`config.mk`:
```
export PLATFORM = sky130hd
export DESIGN_NAME = role_ctrl_flat
export DESIGN_NICKNAME = d
export VERILOG_FILES = /design/src/rtl/role_ctrl_pkg.sv /design/src/rtl/role_ctrl_if.sv /design/src/rtl/role_ctrl.sv /design/src/flat_wrapper.sv
export SDC_FILE = /design/constraint.sdc
export NUM_CORES = 1
export LEC_CHECK = 0
export BUFFER_PORTS_ARGS = -buffer_cell sky130_fd_sc_hd__clkbuf_2
export CAP_MARGIN = 20
export CORE_AREA = 2 2 135 137
export CTS_BUF_LIST = sky130_fd_sc_hd__clkbuf_8
export CTS_CLUSTER_DIAMETER = 40
export CTS_CLUSTER_SIZE = 12
export DETAILED_ROUTE_END_ITERATION = 6
export DIE_AREA = 0 0 137 139
export HOLD_SLACK_MARGIN = 0.02
export PLACE_DENSITY_LB_ADDON = 0.25
export SYNTH_ARGS = -nofsm -noshare
export SYNTH_HDL_FRONTEND = slang
export SYNTH_SLANG_ARGS = --single-unit
```
`constraint.sdc`:
```
create_clock -name clk -period 2.55 [get_ports clk]
set_input_delay 0.3825 -clock clk [delete_from_list [all_inputs] [get_ports clk]]
set_output_delay 0.3825 -clock clk [all_outputs]
set_load 0.03 [all_outputs]
```
`src/rtl/role_ctrl_pkg.sv`:
```
// Shared register map, CTRL bit positions, AXI response codes and FSM state types.
// Latency: n/a (declarations only).
// Backpressure: n/a.
package role_ctrl_pkg;

  // Word-aligned register offsets
  localparam logic [31:0] CTRL_OFS = 32'h00;
  localparam logic [31:0] IER_OFS  = 32'h04;
  localparam logic [31:0] ISR_OFS  = 32'h08;
  localparam logic [31:0] ARG_BASE = 32'h10;

  // CTRL register bit positions
  localparam int CTRL_START_BIT = 0;
  localparam int CTRL_DONE_BIT  = 1;
  localparam int CTRL_IDLE_BIT  = 2;

  // AXI response codes
  localparam logic [1:0] RESP_OKAY   = 2'b00;
  localparam logic [1:0] RESP_SLVERR = 2'b10;

  typedef enum logic {W_IDLE, W_RESP} w_state_t;
  typedef enum logic {R_IDLE, R_DATA} r_state_t;

  // Result of decoding one byte address against the register map
  typedef struct packed {
    logic       is_ctrl;
    logic       is_ier;
    logic       is_isr;
    logic       is_arg;
    logic [3:0] arg_idx;
  } dec_t;

  // Merge write data into a word under a byte-enable mask
  function automatic logic [31:0] apply_strb(input logic [31:0] cur,
                                             input logic [31:0] wd,
                                             input logic [3:0]  strb);
    logic [31:0] r;
    r = cur;
    for (int b = 0; b < 4; b++) begin
      if (strb[b]) r[8*b +: 8] = wd[8*b +: 8];
    end
    return r;
  endfunction

endpackage

```
`src/rtl/role_ctrl_if.sv`:
```
// AXI4-Lite bundle between the host (master) and the role control block (slave).
// Latency: n/a (wires only).
// Backpressure: standard valid/ready on every channel.
interface role_ctrl_if #(
  parameter int ADDR_W = 6
);
  logic              awvalid;
  logic              awready;
  logic [ADDR_W-1:0] awaddr;
  logic              wvalid;
  logic              wready;
  logic [31:0]       wdata;
  logic [3:0]        wstrb;
  logic              bvalid;
  logic              bready;
  logic [1:0]        bresp;
  logic              arvalid;
  logic              arready;
  logic [ADDR_W-1:0] araddr;
  logic              rvalid;
  logic              rready;
  logic [31:0]       rdata;
  logic [1:0]        rresp;

  modport master (
    output awvalid, awaddr, wvalid, wdata, wstrb, bready, arvalid, araddr, rready,
    input  awready, wready, bvalid, bresp, arready, rvalid, rdata, rresp
  );

  modport slave (
    input  awvalid, awaddr, wvalid, wdata, wstrb, bready, arvalid, araddr, rready,
    output awready, wready, bvalid, bresp, arready, rvalid, rdata, rresp
  );
endinterface

```
`src/rtl/role_ctrl.sv`:
```
// AXI4-Lite control/status block for an acceleration core: CTRL, IER, ISR and ARG registers.
// Latency: bvalid one cycle after both AW and W are held; rvalid one cycle after AR handshake.
// Backpressure: one outstanding write and one outstanding read; readies drop while a beat is held or a response waits.
module role_ctrl
  import role_ctrl_pkg::*;
#(
  parameter int ADDR_W   = 6,
  parameter int NUM_ARGS = 4
) (
  input  logic                     clk,
  input  logic                     rst,
  role_ctrl_if.slave               s_axil,
  output logic                     ap_start,
  input  logic                     ap_done,
  input  logic                     ap_idle,
  output logic [NUM_ARGS*32-1:0]   args,
  output logic                     irq
);

  // ---------------------------------------------------------------------------
  // Address decode shared by the read and write paths
  // ---------------------------------------------------------------------------
  function automatic dec_t decode(input logic [ADDR_W-1:0] a);
    dec_t        d;
    logic [31:0] w;
    w = 32'(a) & ~32'h3;
    d = '0;
    d.is_ctrl = (w == CTRL_OFS);
    d.is_ier  = (w == IER_OFS);
    d.is_isr  = (w == ISR_OFS);
    for (int i = 0; i < NUM_ARGS; i++) begin
      if (w == ARG_BASE + 32'(4 * i)) begin
        d.is_arg  = 1'b1;
        d.arg_idx = 4'(i);
      end
    end
    return d;
  endfunction

  function automatic logic mapped(input dec_t d);
    return d.is_ctrl | d.is_ier | d.is_isr | d.is_arg;
  endfunction

  // ---------------------------------------------------------------------------
  // Register state
  // ---------------------------------------------------------------------------
  logic [NUM_ARGS-1:0][31:0] args_q, args_d;
  logic                      ier_q, ier_d;
  logic                      isr_q, isr_d;
  logic                      done_q, done_d;
  logic                      start_q, start_d;

  // ---------------------------------------------------------------------------
  // Write channel
  // ---------------------------------------------------------------------------
  w_state_t          w_state_q;
  logic              aw_got_q, w_got_q;
  logic [ADDR_W-1:0] aw_addr_q;
  logic [31:0]       w_data_q;
  logic [3:0]        w_strb_q;
  logic              bvalid_q;
  logic [1:0]        bresp_q;

  logic              aw_hs, w_hs, wr_exec;
  logic [ADDR_W-1:0] wr_addr;
  logic [31:0]       wr_data;
  logic [3:0]        wr_strb;
  dec_t              wr_dec;

  // Ready only while idle and the channel's beat is not yet held; low during reset
  assign s_axil.awready = (w_state_q == W_IDLE) && !aw_got_q && !rst;
  assign s_axil.wready  = (w_state_q == W_IDLE) && !w_got_q  && !rst;
  assign aw_hs          = s_axil.awvalid && s_axil.awready;
  assign w_hs           = s_axil.wvalid  && s_axil.wready;
  assign s_axil.bvalid  = bvalid_q;
  assign s_axil.bresp   = bresp_q;

  // Pick held or live beats so a write can execute in the cycle the second beat lands
  always_comb begin
    wr_addr = aw_got_q ? aw_addr_q : s_axil.awaddr;
    wr_data = w_got_q  ? w_data_q  : s_axil.wdata;
    wr_strb = w_got_q  ? w_strb_q  : s_axil.wstrb;
    wr_exec = (w_state_q == W_IDLE) && (aw_got_q || aw_hs) && (w_got_q || w_hs);
    wr_dec  = decode(wr_addr);
  end

  // Write FSM: capture AW/W independently, execute, then hold the response until bready
  always_ff @(posedge clk) begin
    if (rst) begin
      w_state_q <= W_IDLE;
      aw_got_q  <= 1'b0;
      w_got_q   <= 1'b0;
      aw_addr_q <= '0;
      w_data_q  <= '0;
      w_strb_q  <= '0;
      bvalid_q  <= 1'b0;
      bresp_q   <= RESP_OKAY;
    end else begin
      case (w_state_q)
        W_IDLE: begin
          if (aw_hs) begin
            aw_got_q  <= 1'b1;
            aw_addr_q <= s_axil.awaddr;
          end
          if (w_hs) begin
            w_got_q  <= 1'b1;
            w_data_q <= s_axil.wdata;
            w_strb_q <= s_axil.wstrb;
          end
          if (wr_exec) begin
            w_state_q <= W_RESP;
            bvalid_q  <= 1'b1;
            bresp_q   <= mapped(wr_dec) ? RESP_OKAY : RESP_SLVERR;
          end
        end
        W_RESP: begin
          if (s_axil.bready) begin
            w_state_q <= W_IDLE;
            bvalid_q  <= 1'b0;
            aw_got_q  <= 1'b0;
            w_got_q   <= 1'b0;
          end
        end
        default: w_state_q <= W_IDLE;
      endcase
    end
  end

  // ---------------------------------------------------------------------------
  // Read channel
  // ---------------------------------------------------------------------------
  r_state_t    r_state_q;
  logic        rvalid_q;
  logic [31:0] rdata_q;
  logic [1:0]  rresp_q;
  logic        rd_ctrl_q;

  logic        ar_hs, rd_done_clr;
  dec_t        rd_dec;
  logic [31:0] rd_word;

  assign s_axil.arready = (r_state_q == R_IDLE) && !rst;
  assign ar_hs          = s_axil.arvalid && s_axil.arready;
  assign s_axil.rvalid  = rvalid_q;
  assign s_axil.rdata   = rdata_q;
  assign s_axil.rresp   = rresp_q;
  // DONE clears only when the host actually consumes a CTRL read
  assign rd_done_clr    = (r_state_q == R_DATA) && s_axil.rready && rd_ctrl_q;

  // Read mux over current register values, so a same-cycle write is not visible
  always_comb begin
    rd_dec  = decode(s_axil.araddr);
    rd_word = '0;
    if (rd_dec.is_ctrl) begin
      rd_word[CTRL_DONE_BIT] = done_q;
      rd_word[CTRL_IDLE_BIT] = ap_idle;
    end
    if (rd_dec.is_ier) rd_word[0] = ier_q;
    if (rd_dec.is_isr) rd_word[0] = isr_q;
    for (int i = 0; i < NUM_ARGS; i++) begin
      if (rd_dec.is_arg && rd_dec.arg_idx == 4'(i)) rd_word = args_q[i];
    end
  end

  // Read FSM: register data on AR accept and hold it until rready
  always_ff @(posedge clk) begin
    if (rst) begin
      r_state_q <= R_IDLE;
      rvalid_q  <= 1'b0;
      rdata_q   <= '0;
      rresp_q   <= RESP_OKAY;
      rd_ctrl_q <= 1'b0;
    end else begin
      case (r_state_q)
        R_IDLE: begin
          if (ar_hs) begin
            r_state_q <= R_DATA;
            rvalid_q  <= 1'b1;
            rdata_q   <= rd_word;
            rresp_q   <= mapped(rd_dec) ? RESP_OKAY : RESP_SLVERR;
            rd_ctrl_q <= rd_dec.is_ctrl;
          end
        end
        R_DATA: begin
          if (s_axil.rready) begin
            r_state_q <= R_IDLE;
            rvalid_q  <= 1'b0;
            rd_ctrl_q <= 1'b0;
          end
        end
        default: r_state_q <= R_IDLE;
      endcase
    end
  end

  // ---------------------------------------------------------------------------
  // Register file
  // ---------------------------------------------------------------------------

  // Next-state for registers; hardware set events (ap_done) win over host clears
  always_comb begin
    args_d  = args_q;
    ier_d   = ier_q;
    isr_d   = isr_q;
    done_d  = done_q;
    start_d = 1'b0;
    if (wr_exec) begin
      if (wr_dec.is_ctrl && wr_strb[0] && wr_data[CTRL_START_BIT] && ap_idle) start_d = 1'b1;
      if (wr_dec.is_ier && wr_strb[0]) ier_d = wr_data[0];
      if (wr_dec.is_isr && wr_strb[0] && wr_data[0]) isr_d = 1'b0;
      for (int i = 0; i < NUM_ARGS; i++) begin
        if (wr_dec.is_arg && wr_dec.arg_idx == 4'(i)) begin
          args_d[i] = apply_strb(args_q[i], wr_data, wr_strb);
        end
      end
    end
    if (rd_done_clr) done_d = 1'b0;
    if (ap_done) begin
      done_d = 1'b1;
      isr_d  = 1'b1;
    end
  end

  // Register file flops
  always_ff @(posedge clk) begin
    if (rst) begin
      args_q  <= '0;
      ier_q   <= 1'b0;
      isr_q   <= 1'b0;
      done_q  <= 1'b0;
      start_q <= 1'b0;
    end else begin
      args_q  <= args_d;
      ier_q   <= ier_d;
      isr_q   <= isr_d;
      done_q  <= done_d;
      start_q <= start_d;
    end
  end

  assign args     = args_q;
  assign ap_start = start_q;
  assign irq      = isr_q & ier_q;

endmodule

```
`src/flat_wrapper.sv`:
```
// flat-port wrapper written by rule: the top's interface ports become plain ports
module role_ctrl_flat import role_ctrl_pkg::*;
#(
  parameter int ADDR_W   = 6,
  parameter int NUM_ARGS = 4
)
  (clk, rst, ap_start, ap_done, ap_idle, args, irq, s_axil_awvalid, s_axil_awaddr, s_axil_wvalid, s_axil_wdata, s_axil_wstrb, s_axil_bready, s_axil_arvalid, s_axil_araddr, s_axil_rready, s_axil_awready, s_axil_wready, s_axil_bvalid, s_axil_bresp, s_axil_arready, s_axil_rvalid, s_axil_rdata, s_axil_rresp);
  role_ctrl_if #(.ADDR_W(ADDR_W)) s_axil_i ();
  input  logic clk;
  input  logic rst;
  output logic ap_start;
  input  logic ap_done;
  input  logic ap_idle;
  output logic [NUM_ARGS*32-1:0] args;
  output logic irq;
  input wire logic [$bits(s_axil_i.awvalid)-1:0] s_axil_awvalid;
  input wire logic [$bits(s_axil_i.awaddr)-1:0] s_axil_awaddr;
  input wire logic [$bits(s_axil_i.wvalid)-1:0] s_axil_wvalid;
  input wire logic [$bits(s_axil_i.wdata)-1:0] s_axil_wdata;
  input wire logic [$bits(s_axil_i.wstrb)-1:0] s_axil_wstrb;
  input wire logic [$bits(s_axil_i.bready)-1:0] s_axil_bready;
  input wire logic [$bits(s_axil_i.arvalid)-1:0] s_axil_arvalid;
  input wire logic [$bits(s_axil_i.araddr)-1:0] s_axil_araddr;
  input wire logic [$bits(s_axil_i.rready)-1:0] s_axil_rready;
  output wire logic [$bits(s_axil_i.awready)-1:0] s_axil_awready;
  output wire logic [$bits(s_axil_i.wready)-1:0] s_axil_wready;
  output wire logic [$bits(s_axil_i.bvalid)-1:0] s_axil_bvalid;
  output wire logic [$bits(s_axil_i.bresp)-1:0] s_axil_bresp;
  output wire logic [$bits(s_axil_i.arready)-1:0] s_axil_arready;
  output wire logic [$bits(s_axil_i.rvalid)-1:0] s_axil_rvalid;
  output wire logic [$bits(s_axil_i.rdata)-1:0] s_axil_rdata;
  output wire logic [$bits(s_axil_i.rresp)-1:0] s_axil_rresp;
  assign s_axil_i.awvalid = s_axil_awvalid;
  assign s_axil_i.awaddr = s_axil_awaddr;
  assign s_axil_i.wvalid = s_axil_wvalid;
  assign s_axil_i.wdata = s_axil_wdata;
  assign s_axil_i.wstrb = s_axil_wstrb;
  assign s_axil_i.bready = s_axil_bready;
  assign s_axil_i.arvalid = s_axil_arvalid;
  assign s_axil_i.araddr = s_axil_araddr;
  assign s_axil_i.rready = s_axil_rready;
  assign s_axil_awready = s_axil_i.awready;
  assign s_axil_wready = s_axil_i.wready;
  assign s_axil_bvalid = s_axil_i.bvalid;
  assign s_axil_bresp = s_axil_i.bresp;
  assign s_axil_arready = s_axil_i.arready;
  assign s_axil_rvalid = s_axil_i.rvalid;
  assign s_axil_rdata = s_axil_i.rdata;
  assign s_axil_rresp = s_axil_i.rresp;
  role_ctrl #(.ADDR_W(ADDR_W), .NUM_ARGS(NUM_ARGS)) u_core (.clk(clk), .rst(rst), .s_axil(s_axil_i), .ap_start(ap_start), .ap_done(ap_done), .ap_idle(ap_idle), .args(args), .irq(irq));
endmodule
```
==> metrics.yaml, run 1 <==
rsz0062_at_grt: "no"
ant_nets: 0
synth-compound-area-share_pct: 9.93
power_leakage_nw: 5.18
syn_to_final_growth_pct: 21.5
grt_antenna_before_repair: 2
critPathLaunch: "u_core.aw_got_q"
drcViolationCount: 0
rr_endpoint: "u_core.args[20]"
clk_path_buf_depth: 3
stdcell_count: 1471
tns_ns: 0
post-dp-hpwl_mm: 19.3
yosys.area_share.simple_pct: 21.8
gp_congestion: 0.837
yosys-top-cells-area: "dfxtp_1 (44%), mux2i_1 (19%), nand2b_1 (8.8%)"
crit_end: "u_core.args[20]"
synth_mux_area_share_pct: 20.9
status: "completed"
crit_type: "reg -> reg"
slew_violations: 0
tightest_slew_ns: 0.970
synth_top_family_by_area: "simple AND/OR/NAND/NOR gates"
synthCells: 1008
synth_xor_area_share_pct: 0
hp-class: "in -> reg"
r2r_setup_slack_ns: 0.27
track_usage_pct: 28.1
postCtsSetupRepairBufs: 0
min_period_over_period_pct: 89.4
vias: 8141
dr.pass1.iters: 5
worstSetupStartpointType: "flop"
required_ns: 3.03
synth_edf_count: 0
cts_root_buf: "clkbuf_8"
hp-start: "s_axil_wdata[4]"
drt_wl_total_mm: 27.6
hold_violations: 0
skew_ns: 0.0240
ys_seq_area_share_pct: 44.0
grt_pass1_wl_mm: 42.1
via_per_inst: 5.53
htree_num_levels: 1
diodes: 0
final_layout_size_suffix_gt1_share_pct: 30.0
grt-ovfl-total: 0
grt_pass1_vias: 7466
die_height_um: 139
avgSynthCellArea_um2: 9.61
synthTopCellsByCount: "dfxtp_1 (213), mux2i_1 (187), nand2b_1 (137)"
netlist-cell-type-count: 47
numPortBuffers: 221
clk_pin_slew_ns: 0.08
synthesis.area_um2: 9690
grt_max_degree: 144
fmax_mhz: 439
crit_path_top_delay_cell: "o31ai_1"
slew_headroom_pct: 34.8
r2r_cells: 5
synth_adder_area_share_pct: 0
crit_path_max_incr_delay_ns: 0.72
min_period_ns: 2.28
drtIter0Drc: 565
cts_resized: 0
die_x_um: 137
start_util_pct: 54.9
ir_drop_uv: 461
ys_async_sr_fraction_pct: 0
synth_seq_cells: 213
routedWlPerCell_um: 18.7
fill_cells: 1511
cp_cell_sequence: "inv_1 > o31ai_1 > nor4b_2 > buf_4 > mux2i_1"
timing.rr.start: "u_core.aw_got_q"
setup_viol: 0
arrival_ns: 2.76
cts_sinks: 213
yosys_warnings: 0
insertion_delay_ns: 0.56
coreArea_um2: 17700
power.density_nw_per_um2: 627
utilization_pct: 66.7
cp_max_fo: 11
synth_most_common_cell: "dfxtp_1"
hold_buffers: 0
yosys.area.top_type: "dfxtp_1"
synth.top_cell.area_share_pct: 44.0
synthFlopType: "dfxtp_1"
numCtsBuffers: 29
cts_tree: "built"
std_cell_rows: 49
io_pins: 228
cp-end-kind: "flop"
dp.cells: 1419
die_area_um2: 19000
maxCapViolCount: 0
nets: 1278
==> layer usage <==
metal / share of wire (%) / wire, um / vias to the layer above / global-route usage (%)
met2: 45 / 12400 / 290 / 42.0
li1: - / - / 3945 / -
met5: 0.076 / 21 / - / 0
met1: 46 / 12600 / 3860 / 41.6
met4: 2.3 / 633 / 4 / 7.87
met3: 6.9 / 1900 / 42 / 4.97
==> metrics by stage <==
step	instance area (um2)	hold slack (ns)	total power, mW	setup WS [ns]
after floorplan	9690	0.436	4.08	0.265
after global placement	11100	0.441	4.34	0.328
after detailed placement	11100	0.446	4.36	0.298
after CTS	11800	0.0254	7.41	0.268
after global routing	11800	0.0335	7.65	0.139
final	11800	0.0403	7.39	0.271
==> how the worst min path moves through the flow <==
| stage | end | slack (ns) | depth (start not counted) |
|---|---|---|---|
| 6_report | u_core.w_data_q[4] | 0.04 | 3 |
| 5_1_grt | u_core.w_data_q[4] | 0.03 | 3 |
| 4_1_cts | u_core.w_data_q[4] | 0.03 | 3 |
| 3_5_place_dp | u_core.w_data_q[22] | 0.45 | 2 |
| 3_3_place_gp | u_core.w_strb_q[2] | 0.44 | 2 |
| 2_1_floorplan | u_core.w_data_q[0] | 0.44 | 2 |
==> layout make-up <==
class / instances / area, um2 / area share (%)
Sequential cell: 213 / 4270 / 36.2
Timing Repair Buffer: 254 / 1390 / 11.8
Tap cell: 229 / 287 / 2.43
Inverter: 5 / 18.8 / 0.159
Clock buffer: 31 / 427 / 3.62
Multi-Input combinational cell: 718 / 5130 / 43.6
Clock inverter: 21 / 263 / 2.23
==> report_power, final <==
group / switching, mW / leakage, nW / internal (mW)
Sequential: 0.0629 / 1.73 / 3.40
Combinational: 0.524 / 3.11 / 0.299
Clock: 1.42 / 0.348 / 1.68
Total: 2.01 / 5.18 / 5.38
==> cells by family after synthesis <==
family / Yosys count
other cells: 1
flops: 213
buf+inv: 78
compound gates: 136
mux: 201
simple gates: 379
==> registers in the layout, indices dropped and copies added, names as in the netlist, 4 cells and up <==
signal and cells:
u_core.w_strb_q 4, u_core.aw_addr_q 4, u_core.args 128, u_core.w_data_q 32
u_core.s_axil.rdata 32
==> worst max-delay path: cells and delay by family, from the launching register on <==
kind	cells	cell delay, ns
flip-flops	1	0.52
AND/OR/NAND/NOR	1	0.36
buffers and inverters	2	0.37
AO/OA/AOI/OAI	1	0.72
multiplexers	1	0.21
==> layout by cell type, fill, tap and decap left out, types with 4 or more instances in the layout <==
cell type	count
clkbuf_2	220
nand3_2	9
a22oi_1	4
nand3b_1	4
clkinvlp_4	4
nor2_1	47
nor2b_1	7
mux2_2	14
nor3_1	30
dfxtp_1	212
nand2b_1	137
inv_1	8
a22o_1	11
buf_4	31
o22a_1	5
mux2i_1	187
and2_1	4
a21oi_1	52
clkbuf_8	31
clkinv_4	4
bufinv_16	5
o2bb2ai_1	16
o21ai_0	6
o211ai_1	5
a221oi_1	24
nand2_1	87
or2_2	34
(Power assumes the default switching activity.)
==> run 2: changes to the inputs <==
Settings changed: BUFFER_PORTS_ARGS -buffer_cell sky130_fd_sc_hd__clkbuf_2 to default, CORE_AREA 2 2 135 137 to 2 2 126 128, DIE_AREA 0 0 137 139 to 0 0 128 130, DONT_BUFFER_PORTS from default to 1.
==> metrics.yaml, run 2 (synthesized netlist as in run 1, its figures left out) <==
drt_wl_total_mm: 28.7
post-dp-hpwl_mm: 17.7
syn_to_final_growth_pct: 15.1
ant_nets: 0
cp_max_fo: 24
dr.pass1.iters: 5
fill_cells: 1126
final_layout_size_suffix_gt1_share_pct: 14.3
layout_common_cells: "dfxtp_1 (212), mux2i_1 (187), nand2b_1 (137), nand2_1 (87), a21oi_1 (52)"
grt_pass1_wl_mm: 43.0
stdcell_count: 1262
slew_headroom_pct: 26.9
p_comb_share_pct: 9.3
htree_num_levels: 1
switchingPower_mw: 1.98
rsz0062_at_grt: "no"
timing.rr.start: "u_core.w_got_q"
p_seq_share_pct: 48.5
die_height_um: 130
hold_violations: 0
power_leakage_nw: 4.39
dp.cells: 1153
clk_path_buf_depth: 3
whs_path_depth: 2
nets: 1103
numCtsBuffers: 30
postCtsSetupRepairBufs: 0
die_area_um2: 16600
io_pins: 228
layout_commonest_cell: "dfxtp_1"
crit_type: "reg -> reg"
track_usage_pct: 33.3
r2r_cells: 7
clk_pin_slew_ns: 0.08
fmax_mhz: 420
hp-start: "s_axil_araddr[5]"
power.density_nw_per_um2: 657
r2r_setup_slack_ns: 0.17
vias: 7805
grt_max_degree: 152
drtIter0Drc: 572
drcViolationCount: 0
worstSetupStartpointType: "flop"
arrival_ns: 2.89
maxCapViolCount: 0
cp-end-kind: "flop"
rr_endpoint: "u_core.w_data_q[31]"
coreArea_um2: 15400
switching_share_pct: 27.1
tns_ns: 0
whs_endpoint: "u_core.s_axil.rresp[1]"
diodes: 0
p_clk_share_pct: 42.2
gp_congestion: 0.849
die_x_um: 128
insertion_delay_ns: 0.57
routedWlPerCell_um: 22.8
hp-class: "in -> reg"
grt_antenna_before_repair: 0
min_period_ns: 2.38
cts_tree: "built"
p_int_mw: 5.34
ir_drop_uv: 491
std_cell_rows: 46
setup_viol: 0
required_ns: 3.06
via_per_inst: 6.18
min_period_over_period_pct: 93.4
numPortBuffers: 0
cts_root_buf: "clkbuf_8"
tightest_slew_ns: 1.10
cts_sinks: 213
largest_reg_flops: 128
grt-ovfl-total: 0
skew_ns: 0.0130
status: "completed"
slew_violations: 0
grt_pass1_vias: 7518
start_util_pct: 62.8
run 2: timing repair:
item	in CTS	in global routing
resized for setup	0	1
endpoints found under the hold margin	153	1
hold buffers	52	1
setup endpoints to repair	0	1
run 2: routing by layer:
metal / global-route usage, % / vias to the layer above / share of wire, %
li1: - / 3612 / -
met1: 45.1 / 3771 / 42
met2: 51.7 / 365 / 46
met3: 9.43 / 57 / 9.9
met4: 10.7 / 0 / 2.6
met5: 0 / - / 0
run 2: worst max-delay path by stage:
stage	start	endpoint	slack [ns]	cells after the start
4_1_cts	u_core.w_got_q	u_core.w_data_q[31]	0.17	7
3_3_place_gp	u_core.aw_got_q	u_core.args[39]	0.30	5
5_1_grt	u_core.w_got_q	u_core.w_data_q[31]	0.07	7
6_report	u_core.w_got_q	u_core.w_data_q[31]	0.17	7
3_5_place_dp	u_core.aw_got_q	u_core.args[57]	0.29	5
2_1_floorplan	rst	u_core.w_data_q[10]	0.26	7
run 2: per-stage QoR:
stage               worst slack, ns  area [um2]  power (mW)  util (%)  hold WS, ns
CTS                           0.172       11100        7.32      72.2       0.0201
finish                        0.169       11200        7.33      72.3       0.0532
global route                 0.0724       11200        7.55      72.3       0.0276
floorplan                     0.265        9690        4.08         -        0.436
detailed placement            0.289        9880        4.17      64.1        0.440
global placement              0.300        9880        4.16      64.1        0.435
run 2: power groups by stage:
stage / logic [mW] / registers (mW) / clock network [mW]
CTS: 0.666 / 3.55 / 3.11
global route: 0.730 / 3.56 / 3.26
finish: 0.684 / 3.55 / 3.09
global placement: 0.536 / 3.62 / 0
detailed placement: 0.544 / 3.63 / 0
floorplan: 0.490 / 3.59 / 0
run 2: final cells by class:
type	count	area [um2]	share of cell area, %
clock buffers	36	495	4.44
repair buffers	78	783	7.02
inverters	5	18.8	0.168
clock inverters	20	218	1.95
flip-flops and latches	213	4270	38.2
well taps	192	240	2.15
multi-input cells	718	5140	46.0
run 2: worst max-delay path, cell delays in order, from the launching register on:
cell and delay, ns:
dfxtp_2 0.45, buf_4 0.27, nor3_2 0.31, and2_1 0.20
buf_4 0.27, nand2_1 0.10, a21oi_1 0.14, dlygate4sd3_1 0.57
==> run 3: changes to the inputs <==
==> constraint.sdc (replaced) <==
create_clock -name clk -period 2.55 [get_ports clk]
set_input_delay 0.51 -clock clk [delete_from_list [all_inputs] [get_ports clk]]
set_output_delay 0.51 -clock clk [all_outputs]
set_load 0.03 [all_outputs]
==> metrics.yaml, run 3 (synthesized netlist as in run 1, its figures left out) <==
cts_tree: "built"
drcViolationCount: 0
cts_sinks: 213
std_cell_rows: 46
gp_congestion: 0.841
power_leakage_nw: 4.15
track_usage_pct: 30.5
fmax_mhz: 424
numPortBuffers: 0
whs_endpoint: "u_core.w_data_q[11]"
layout_common_cells: "dfxtp_1 (212), mux2i_1 (187), nand2b_1 (137), nand2_1 (87), a21oi_1 (52)"
crit_path_max_incr_delay_ns: 0.44
cp_cell_sequence: "buf_4 > nor3_1 > buf_4"
cp_max_fo: 15
postCtsSetupRepairBufs: 0
hp-start: "s_axil_wdata[11]"
start_util_pct: 62.8
syn_to_final_growth_pct: 8.82
tightest_slew_ns: 0.967
crit_type: "reg -> out"
clk_path_buf_depth: 3
grt_antenna_before_repair: 1
crit_family: "buffers and inverters"
layout_commonest_cell: "dfxtp_1"
grt_pass1_vias: 7009
slew_violations: 0
cp-end-kind: "output pin"
ir_drop_uv: 491
diodes: 0
via_per_inst: 6.12
insertion_delay_ns: 0.57
arrival_ns: 1.85
drt_wl_total_mm: 26.3
rsz0062_at_grt: "no"
routedWlPerCell_um: 21.7
drtIter0Drc: 485
required_ns: 2.04
final_layout_size_suffix_gt1_share_pct: 14.2
whs_path_depth: 2
p_clk_share_pct: 40.9
p_seq_share_pct: 50.9
setup_viol: 0
crit_path_top_delay_cell: "dfxtp_2"
switching_share_pct: 26.5
grt-ovfl-total: 0
r2r_cells: 5
clk_pin_slew_ns: 0.08
power.density_nw_per_um2: 662
skew_ns: 0.0246
status: "completed"
worstSetupStartpointType: "flop"
cts_root_buf: "clkbuf_8"
largest_reg_flops: 128
utilization_pct: 68.4
hp-class: "in -> reg"
io_pins: 228
dp.cells: 1153
die_area_um2: 16600
dr.pass1.iters: 5
rr_endpoint: "u_core.args[36]"
stdcell_count: 1210
vias: 7401
r2r_setup_slack_ns: 0.21
post-place-ws_ns: 0.249
htree_num_levels: 1
p_comb_share_pct: 8.2
hold_violations: 0
post-dp-hpwl_mm: 17.7
slew_headroom_pct: 35.5
timing.rr.start: "u_core.aw_got_q"
tns_ns: 0
ant_nets: 0
switchingPower_mw: 1.85
grt_pass1_wl_mm: 39.9
die_height_um: 130
critPathLaunch: "u_core.w_got_q"
numCtsBuffers: 31
min_period_over_period_pct: 92.5
worst_slack_ns: 0.191
die_x_um: 128
nets: 1053
cp_num_buf_inv: 2
p_int_mw: 5.13
maxCapViolCount: 0
coreArea_um2: 15400
grt_max_degree: 191
min_period_ns: 2.36
cp_common_cell: "buf_4"
run 3: changes by cell type in the layout (fill, tap and decap cells not counted), sizes merged:
cell,previous run,this run
buf,27,26
dlygate4sd3,51,1
inv,9,12
bufinv,3,2
clkinvlp,7,5
clkbuf,36,35
run 3: power by group through the flow:
stage	clock [mW]	sequential [mW]	combinational (mW)
3_3_place_gp	0	3.62	0.532
6_report	2.86	3.55	0.570
5_1_grt	3.02	3.56	0.616
2_1_floorplan	0	3.59	0.490
4_1_cts	2.90	3.55	0.565
3_5_place_dp	0	3.63	0.539
run 3: routing by layer:
layer	routed length (um)	GRT usage [%]	up-vias	part of all wire, %
li1	-	-	3492	-
met1	11400	41.4	3577	43
met2	11800	47.6	287	45
met3	2460	9.31	45	9.4
met4	583	8.60	0	2.2
met5	0	0	-	0
run 3: stage by stage:
step	power (mW)	area, um2	hold WS (ns)
global placement	4.16	9860	0.435
floorplan	4.08	9690	0.436
finish	6.98	10500	0.0649
CTS	7.02	10500	0.0263
detailed placement	4.17	9860	0.440
global route	7.20	10500	0.0511
run 3: final cells by class:
cell class | count | area (um2)
multi-input cells | 718 | 5130
fillers | 1216 | 4880
flip-flops and latches | 213 | 4270
clock buffers | 35 | 482
well taps | 192 | 240
repair buffers | 27 | 238
clock inverters | 20 | 170
inverters | 5 | 18.8
run 3: worst max-delay path by stage:
stage / to / slack (ns) / cells past startpoint
final: s_axil_wready / 0.19 / 3
after global placement: u_core.args[59] / 0.28 / 5
after detailed placement: u_core.args[36] / 0.25 / 5
after floorplan: u_core.w_data_q[10] / 0.14 / 7
after CTS: s_axil_wready / 0.17 / 3
after global routing: s_axil_wready / 0.06 / 3
run 3: repair_timing:
item / in CTS / in global routing
resized for setup: 0 / 0
hold endpoints to repair: 58 / 0
setup endpoints to repair: 0 / 0
hold buffers: 2 / 0
